==> src/rtl/kmeans_sram_arbiter_if.sv <==
`default_nettype none
// ============================================================================
// Module   : kmeans_sram_arbiter_if
// Brief    : Requester, read-return and SRAM pin bundle for the k-means
//            point-memory arbiter.
// Revision : 1.0  initial release
// ============================================================================
interface kmeans_sram_arbiter_if #(
    parameter int ADDR_W = 12,
    parameter int DATA_W = 16
);
    logic              wr_req;
    logic [ADDR_W-1:0] wr_addr;
    logic [DATA_W-1:0] wr_data;
    logic              wr_gnt;

    logic              rd0_req;
    logic [ADDR_W-1:0] rd0_addr;
    logic              rd0_gnt;

    logic              rd1_req;
    logic [ADDR_W-1:0] rd1_addr;
    logic              rd1_gnt;

    logic              rd_valid;
    logic              rd_id;
    logic [DATA_W-1:0] rd_data;

    logic [ADDR_W-1:0] mem_addr;
    logic [DATA_W-1:0] mem_din;
    logic              mem_web;
    logic [DATA_W-1:0] mem_dout;

    logic              busy;

    modport slave (
        input  wr_req, wr_addr, wr_data,
        input  rd0_req, rd0_addr,
        input  rd1_req, rd1_addr,
        input  mem_dout,
        output wr_gnt, rd0_gnt, rd1_gnt,
        output rd_valid, rd_id, rd_data,
        output mem_addr, mem_din, mem_web,
        output busy
    );

    modport master (
        output wr_req, wr_addr, wr_data,
        output rd0_req, rd0_addr,
        output rd1_req, rd1_addr,
        output mem_dout,
        input  wr_gnt, rd0_gnt, rd1_gnt,
        input  rd_valid, rd_id, rd_data,
        input  mem_addr, mem_din, mem_web,
        input  busy
    );
endinterface
`default_nettype wire

==> src/rtl/kmeans_sram_arbiter.sv <==
`default_nettype none
// ============================================================================
// Module   : kmeans_sram_arbiter
// Brief    : Single-port point-SRAM scheduler: write-first priority with
//            per-reader aging, reader round-robin and a tagged read return.
// Revision : 1.0  initial release
// ============================================================================
module kmeans_sram_arbiter #(
    parameter int ADDR_W   = 12,
    parameter int DATA_W   = 16,
    parameter int MAX_WAIT = 8,
    parameter int RD_LAT   = 3
) (
    input wire                   clk,
    input wire                   rst,
    kmeans_sram_arbiter_if.slave bus
);

    localparam int                  c_WAIT_W   = $clog2(MAX_WAIT + 1);
    localparam logic [c_WAIT_W-1:0] c_WAIT_MAX = c_WAIT_W'(MAX_WAIT);

    logic [c_WAIT_W-1:0] wait0_q, wait0_d;
    logic [c_WAIT_W-1:0] wait1_q, wait1_d;
    logic                last_q, last_d;
    logic [RD_LAT-1:0]   pv_q, pv_d;
    logic [RD_LAT-1:0]   pid_q, pid_d;
    logic [ADDR_W-1:0]   mem_addr_q, mem_addr_d;
    logic [DATA_W-1:0]   mem_din_q, mem_din_d;
    logic                mem_web_q, mem_web_d;
    logic [DATA_W-1:0]   rd_data_q, rd_data_d;

    logic w_starve0;
    logic w_starve1;
    logic w_gnt_wr;
    logic w_gnt_rd0;
    logic w_gnt_rd1;

    // Grant selection; last_q=1 means reader 1 was served last, so reader 0 wins a tie.
    always_comb begin
        w_starve0 = bus.rd0_req && (wait0_q >= c_WAIT_MAX);
        w_starve1 = bus.rd1_req && (wait1_q >= c_WAIT_MAX);
        w_gnt_wr  = 1'b0;
        w_gnt_rd0 = 1'b0;
        w_gnt_rd1 = 1'b0;
        if (w_starve0 && w_starve1) begin
            w_gnt_rd0 = last_q;
            w_gnt_rd1 = !last_q;
        end else if (w_starve0 || w_starve1) begin
            w_gnt_rd0 = w_starve0;
            w_gnt_rd1 = w_starve1;
        end else if (bus.wr_req) begin
            w_gnt_wr = 1'b1;
        end else if (bus.rd0_req && bus.rd1_req) begin
            w_gnt_rd0 = last_q;
            w_gnt_rd1 = !last_q;
        end else begin
            w_gnt_rd0 = bus.rd0_req;
            w_gnt_rd1 = bus.rd1_req;
        end
    end

    // Aging, pointer, SRAM command and return-pipeline next state.
    always_comb begin
        wait0_d = '0;
        if (bus.rd0_req && !w_gnt_rd0) begin
            wait0_d = (wait0_q == c_WAIT_MAX) ? wait0_q : wait0_q + 1'b1;
        end
        wait1_d = '0;
        if (bus.rd1_req && !w_gnt_rd1) begin
            wait1_d = (wait1_q == c_WAIT_MAX) ? wait1_q : wait1_q + 1'b1;
        end

        last_d = last_q;
        if (w_gnt_rd0) begin
            last_d = 1'b0;
        end else if (w_gnt_rd1) begin
            last_d = 1'b1;
        end

        mem_addr_d = mem_addr_q;
        mem_din_d  = '0;
        mem_web_d  = 1'b1;
        if (w_gnt_wr) begin
            mem_addr_d = bus.wr_addr;
            mem_din_d  = bus.wr_data;
            mem_web_d  = 1'b0;
        end else if (w_gnt_rd0) begin
            mem_addr_d = bus.rd0_addr;
        end else if (w_gnt_rd1) begin
            mem_addr_d = bus.rd1_addr;
        end

        pv_d  = {pv_q[RD_LAT-2:0], w_gnt_rd0 | w_gnt_rd1};
        pid_d = {pid_q[RD_LAT-2:0], w_gnt_rd1};

        // SRAM DO is valid one stage before the tag reaches the output.
        rd_data_d = pv_q[RD_LAT-2] ? bus.mem_dout : rd_data_q;
    end

    always_ff @(posedge clk or posedge rst) begin
        if (rst) begin
            wait0_q    <= '0;
            wait1_q    <= '0;
            last_q     <= 1'b1;
            pv_q       <= '0;
            pid_q      <= '0;
            mem_addr_q <= '0;
            mem_din_q  <= '0;
            mem_web_q  <= 1'b1;
            rd_data_q  <= '0;
        end else begin
            wait0_q    <= wait0_d;
            wait1_q    <= wait1_d;
            last_q     <= last_d;
            pv_q       <= pv_d;
            pid_q      <= pid_d;
            mem_addr_q <= mem_addr_d;
            mem_din_q  <= mem_din_d;
            mem_web_q  <= mem_web_d;
            rd_data_q  <= rd_data_d;
        end
    end

    assign bus.wr_gnt   = w_gnt_wr;
    assign bus.rd0_gnt  = w_gnt_rd0;
    assign bus.rd1_gnt  = w_gnt_rd1;
    assign bus.mem_addr = mem_addr_q;
    assign bus.mem_din  = mem_din_q;
    assign bus.mem_web  = mem_web_q;
    assign bus.rd_valid = pv_q[RD_LAT-1];
    assign bus.rd_id    = pid_q[RD_LAT-1];
    assign bus.rd_data  = rd_data_q;
    assign bus.busy     = |pv_q;

endmodule
`default_nettype wire
==> src/flat_wrapper.sv <==
// flat-port wrapper written by rule: the top's interface ports become plain ports
module kmeans_sram_arbiter_flat 
#(
    parameter int ADDR_W   = 12,
    parameter int DATA_W   = 16,
    parameter int MAX_WAIT = 8,
    parameter int RD_LAT   = 3
)
  (clk, rst, bus_wr_req, bus_wr_addr, bus_wr_data, bus_rd0_req, bus_rd0_addr, bus_rd1_req, bus_rd1_addr, bus_mem_dout, bus_wr_gnt, bus_rd0_gnt, bus_rd1_gnt, bus_rd_valid, bus_rd_id, bus_rd_data, bus_mem_addr, bus_mem_din, bus_mem_web, bus_busy);
  kmeans_sram_arbiter_if #(.ADDR_W(ADDR_W), .DATA_W(DATA_W)) bus_i ();
  input wire clk;
  input wire rst;
  input wire logic [$bits(bus_i.wr_req)-1:0] bus_wr_req;
  input wire logic [$bits(bus_i.wr_addr)-1:0] bus_wr_addr;
  input wire logic [$bits(bus_i.wr_data)-1:0] bus_wr_data;
  input wire logic [$bits(bus_i.rd0_req)-1:0] bus_rd0_req;
  input wire logic [$bits(bus_i.rd0_addr)-1:0] bus_rd0_addr;
  input wire logic [$bits(bus_i.rd1_req)-1:0] bus_rd1_req;
  input wire logic [$bits(bus_i.rd1_addr)-1:0] bus_rd1_addr;
  input wire logic [$bits(bus_i.mem_dout)-1:0] bus_mem_dout;
  output wire logic [$bits(bus_i.wr_gnt)-1:0] bus_wr_gnt;
  output wire logic [$bits(bus_i.rd0_gnt)-1:0] bus_rd0_gnt;
  output wire logic [$bits(bus_i.rd1_gnt)-1:0] bus_rd1_gnt;
  output wire logic [$bits(bus_i.rd_valid)-1:0] bus_rd_valid;
  output wire logic [$bits(bus_i.rd_id)-1:0] bus_rd_id;
  output wire logic [$bits(bus_i.rd_data)-1:0] bus_rd_data;
  output wire logic [$bits(bus_i.mem_addr)-1:0] bus_mem_addr;
  output wire logic [$bits(bus_i.mem_din)-1:0] bus_mem_din;
  output wire logic [$bits(bus_i.mem_web)-1:0] bus_mem_web;
  output wire logic [$bits(bus_i.busy)-1:0] bus_busy;
  assign bus_i.wr_req = bus_wr_req;
  assign bus_i.wr_addr = bus_wr_addr;
  assign bus_i.wr_data = bus_wr_data;
  assign bus_i.rd0_req = bus_rd0_req;
  assign bus_i.rd0_addr = bus_rd0_addr;
  assign bus_i.rd1_req = bus_rd1_req;
  assign bus_i.rd1_addr = bus_rd1_addr;
  assign bus_i.mem_dout = bus_mem_dout;
  assign bus_wr_gnt = bus_i.wr_gnt;
  assign bus_rd0_gnt = bus_i.rd0_gnt;
  assign bus_rd1_gnt = bus_i.rd1_gnt;
  assign bus_rd_valid = bus_i.rd_valid;
  assign bus_rd_id = bus_i.rd_id;
  assign bus_rd_data = bus_i.rd_data;
  assign bus_mem_addr = bus_i.mem_addr;
  assign bus_mem_din = bus_i.mem_din;
  assign bus_mem_web = bus_i.mem_web;
  assign bus_busy = bus_i.busy;
  kmeans_sram_arbiter #(.ADDR_W(ADDR_W), .DATA_W(DATA_W), .MAX_WAIT(MAX_WAIT), .RD_LAT(RD_LAT)) u_core (.clk(clk), .rst(rst), .bus(bus_i));
endmodule
==> config.mk <==
export PLATFORM = sky130hd
export DESIGN_NAME = kmeans_sram_arbiter_flat
export DESIGN_NICKNAME = d
export VERILOG_FILES = /design/src/rtl/kmeans_sram_arbiter_if.sv /design/src/rtl/kmeans_sram_arbiter.sv /design/src/flat_wrapper.sv
export SDC_FILE = /design/constraint.sdc
export NUM_CORES = 1
export LEC_CHECK = 0
export ABC_AREA = 1
export CAP_MARGIN = 30
export CORE_MARGIN = 2
export CORE_UTILIZATION = 38
export DETAILED_ROUTE_END_ITERATION = 10
export PLACE_DENSITY = 0.77
export SLEW_MARGIN = 15
export SYNTH_ARGS = -nofsm -noshare
export SYNTH_HDL_FRONTEND = slang
export SYNTH_SLANG_ARGS = --single-unit
==> constraint.sdc <==
create_clock -name clk -period 1.6 [get_ports clk]
set_input_delay 0.24 -clock clk [delete_from_list [all_inputs] [get_ports clk]]
set_output_delay 0.24 -clock clk [all_outputs]
set_load 0.03 [all_outputs]
# After elaboration in Yosys (flattened, before gate mapping)
# Index checks and enable logic that the tools add are counted.
# Widths: inputs -> output; s select.
# op_classes
addsub	2
mul	0
n_div	0
n_lt_le_gt_ge	2
n_eq_ne	4
shift	0
mux	22
bitwise	1
reduce_logical	13
# ops
operator	count
$mux 12	3
$mux 16	1
$mux 4	4
$mux 1	14
$add 4x1->4 const B	2
$eq 4x4->1 const B	2
$ge 4x4->1 const B	2
$logic_and 1x1->1	6
$ne 2x2->1 const B	2
$logic_not 1->1	3
$reduce_bool 3->1	1
$reduce_or 3->1	1
$reduce_bool 2->1	1
$logic_or 1x1->1	1
$or 1x1->1	1
# word_totals
ff_bits	60
latchBits	0
ram_bits	0
mem_bits_ro	0
word_cells	53
mem_count	0

# Longest topological paths before layout
# logic_depth
depth_word	8
ltp_mapped	10

# Worst setup path before layout
# OpenSTA, ideal clock, no wires.
# synth_path
path_kind	register to register
from	reg u_core.last_q
to	reg u_core.mem_addr_q[0] (netlist: u_core.bus.mem_addr[0])
setup_ns	0.117
arrival_time_ns	1.259
setup_slack_ns	0.224
path_stages_with_launch	11
path_buffers	1
path_cell_list	dfstp_2 inv_1 nand2_1 nand3_2 nand2_4 buf_6 nand2_1 nand3_1 nand2_1 nand2_1 nand2_1
# synth_between
elab_chain_cells	6
elab_cells_between_ends	12
# synth_lines
element	line	text
start, declared	kmeans_sram_arbiter.sv:24	logic last_q, last_d;
start signal, assigned	kmeans_sram_arbiter.sv:114	last_q <= last_d;
$mux 1	kmeans_sram_arbiter.sv:53	end else if (bus.rd0_req && bus.rd1_req) begin
$mux 1	kmeans_sram_arbiter.sv:51	end else if (bus.wr_req) begin
$mux 1	kmeans_sram_arbiter.sv:48	end else if (w_starve0 || w_starve1) begin
$mux 1 *	kmeans_sram_arbiter.sv:45	if (w_starve0 && w_starve1) begin
via bus_rd0_gnt	flat_wrapper.sv:22	output wire logic [$bits(bus_i.rd0_gnt)-1:0] bus_rd0_gnt;
$mux 12	kmeans_sram_arbiter.sv:87	end else if (w_gnt_rd0) begin
$mux 12	kmeans_sram_arbiter.sv:83	if (w_gnt_wr) begin
end signal, assigned	kmeans_sram_arbiter.sv:117	mem_addr_q <= mem_addr_d;
end, declared	kmeans_sram_arbiter.sv:27	logic [ADDR_W-1:0] mem_addr_q, mem_addr_d;
# The timed path passes the listed nets; every way through them passes the cells marked *.
# A chain may end at the register's enable or synchronous reset.

# Final worst setup path
# layout_path
from	in bus_wr_req
to	out bus_rd0_gnt
# layout_between
elab_chain_cells	3
# layout_lines
element	line	text
start, declared	flat_wrapper.sv:13	input wire logic [$bits(bus_i.wr_req)-1:0] bus_wr_req;
$mux 1	kmeans_sram_arbiter.sv:51	
$mux 1	kmeans_sram_arbiter.sv:48	
$mux 1	kmeans_sram_arbiter.sv:45	
end, declared	flat_wrapper.sv:22	
# No other way between the ends.

==> metrics.cfg <==
[outcome]
status=finished, final reports clean

[place]
place_congestion=0.811
dpl.hpwl_mm=5.01
dp.cells=560
place_worst_setup_slack_ps=-146
place_area_um2=4180
io_buffers=123

[timing]
tightest_slew_ps=492
min_period_ps=1590
max_freq_ghz=0.628
maxSlewHeadroom_pct=67.2
worst_hold_slack_ps=348
hold_viol=0
min_period_over_period_pct=99.5
skew_ps=4.13
fin_ws_ps=8.78
fin_setup_tns_ps=0
maxSlewViolCount=0
setup_viol=0
rsz0062_at_grt=true

[die]
start_util_pct=38.7
die_area_um2=7960
num_rows=31
core_um2=7140
io_pins=124
die_y_um=89.2
die_w_um=89.2

[worst_setup_path]
critPathArrivalTime_ps=1350
critical_path.max_stage_delay_ps=510
startpoint_type=primary input
worstPathCellList=clkdlybuf4s50_1 > nor2_1 > nand3_4 > nand2_4 > buf_8
crit_fanout=3
crit_type=in2out
worstSetupEndpointType=output pin
slowest_stage=clkdlybuf4s50_1
cp_data_required_time_ps=1360

[detailed_routing]
drtPass1Iterations=5
vias=2574
vias_per_cell=4.42
drtIter0Drc=37
wl_per_cell_um=12.0
postRouteAntennaNets=0
drc=0
totalWireLength_mm=7.00

[power]
p_total_mw=4.39
p_switching_mw=1.43
p_int_mw=2.96
peakVddDrop_mv=0.328
p_leak_nw=2.58
seq_power_share_pct=41.1
p_sw_share_pct=32.6
power.density_nw_per_um2=978
power_frac_clock_pct=29.6
pwr-share-comb_pct=29.3

[clock_network]
cts_tree=yes
clk_pin_slew_ps=70
cts_num_sinks=60
clock_path_buffers=2
holdBufCountCts=0
cts_buffers=9
clock_latency_ps=330
h-tree-depth=3
cts-root-buf=clkbuf_8

[yosys]
synth.largest_area_cell=dfrtp_1
synthDistinctLibCells=26
syn_area_per_cell_um2=8.16
syn_area_um2=2760
ys_seq_elements=60
syn_inst=338
synth-async-reset-ratio_pct=100
yosys_warnings=0
syn_nets=415
ys_top_cells_by_count=118 x nand2_1, 58 x dfrtp_1, 54 x inv_1, 40 x nand3_1, 25 x nor2_1
synth_most_common_cell=nand2_1
synth_ff_type=dfrtp_1
yosysSeqAreaShare_pct=54.5
synth-edff-count=0
synthDominantCellAreaShare_pct=52.6
ys_top_cells_by_area=dfrtp_1 53%, nand2_1 16%, inv_1 7.3%

[final_layout]
area_growth_pct=62.5
fin_area_um2=4480
drive_gt1_share_pct=11.8
layout.nets=556
finalNonFillerCells=583
final_util_pct=62.8
diodes=0
fillerInstances=626

[global_routing]
grt_start_max_net_pins=61
first_global_vias=2468
overflow=0
antenna_found_initial=0
use_met3_pct=6.00
grt_use_met2_pct=31.2
grt_use_total_pct=17.6
grt-busiest-layer=met2
met1_usage_pct=19.7
grt_pass1_wl_mm=10.7

[worst_hold_path]
hold_class=in2async

[run]
cap_viol_max_count=0

[worst max-delay path, delay by kind of cell]
kind,cells,cell delay [ps]
buffers and inverters,2,640
and+or+nand+nor,3,470
[layout make-up]
type	count	area (µm²)	area share (%)
clock buffer	10	128	2.85
clock inverter	6	65.1	1.45
inverter	55	210	4.69
multi-input combinational	210	987	22.0
sequential	60	1510	33.6
tap	99	124	2.76
timing repair buffer	143	1460	32.7
[path summary, 6_finish.rpt]
path | start | endpoint | slack, ps | depth (start not counted)
max in group asynchronous | rst | u_core.last_q | 960 | 3
hold reg to reg | u_core.pid_q[1] | u_core.pid_q[2] | 350 | 0
min in group clk | u_core.pid_q[1] | u_core.pid_q[2] | 350 | 0
setup reg to reg | u_core.last_q | u_core.bus.mem_addr[2] | 100 | 10
setup / recovery | bus_wr_req | bus_rd0_gnt | 9 | 5
hold / removal | rst | u_core.bus.mem_din[0] | 350 | 3
[repair_timing]
item / in CTS / in global routing
setup buffers: 7 / 1
resized for setup: 38 / 27
setup endpoints to repair: 29 / 35
pin swaps: 2 / 4
endpoints found under the hold margin: 0 / 0
[power groups by stage]
| stage | clock network, mW | registers [mW] | logic, mW |
|---|---|---|---|
| finish | 1.30 | 1.80 | 1.28 |
| global route | 1.40 | 1.82 | 1.39 |
| CTS | 1.34 | 1.80 | 1.29 |
| detailed placement | 0 | 1.84 | 1.35 |
| global placement | 0 | 1.82 | 1.33 |
| floorplan | 0 | 2.15 | 0.376 |
[sequential cells by signal, indices dropped and copies added, names as in the netlist]
name	cells
u_core.bus.mem_web	1
u_core.pid_q	3
u_core.bus.mem_din	16
u_core.bus.rd_data	16
u_core.last_q	1
u_core.wait0_q	4
u_core.wait1_q	4
u_core.pv_q	3
u_core.bus.mem_addr	12
[metal layers]
metal,vias to the layer above,part of all wire (%)
met2,96,49
met1,1175,41
met4,0,0.63
li1,1299,-
met5,-,0
met3,4,9.3
[placed cells by master (no fill, tap or decap)]
master           instances
dfrtp_1                 57
nand2_2                  4
dlygate4sd2_1           27
or3_1                    1
a21oi_1                  2
nand2_4                  2
buf_8                    2
nand2_1                116
nor2_4                   1
nand3_4                  2
bufinv_16                1
ha_1                     4
nor3_1                   4
xor2_1                   2
nand3b_1                 1
clkinvlp_4               5
dlymetal6s2s_1          19
buf_4                   15
inv_2                    3
clkbuf_8                 9
xnor2_1                  2
nor2_1                  25
dfrtp_2                  1
nand4_2                  1
dfstp_2                  2
nand3_2                  1
inv_1                   51
clkdlybuf4s50_1         73
buf_2                    1
buf_6                    1
o21ai_0                  1
clkbuf_1                 1
nand4_1                  2
nand3_1                 39
buf_12                   5
clkinv_2                 1
[kinds of logic (layout without fill, tap and decap cells)]
kind of cell             count (synthesis)  after routing  synth area share, %
adder cells (fa/ha/maj)                  4              4                 1.81
AO/OA/AOI/OAI                            3              3                0.544
flip-flops                              60             60                 54.5
XOR/XNOR                                 4              4                 1.27
buffers and inverters                   68            214                 10.8
AND/OR/NAND/NOR                        199            199                 31.1
No activity file was read; power rests on OpenSTA's default activity.
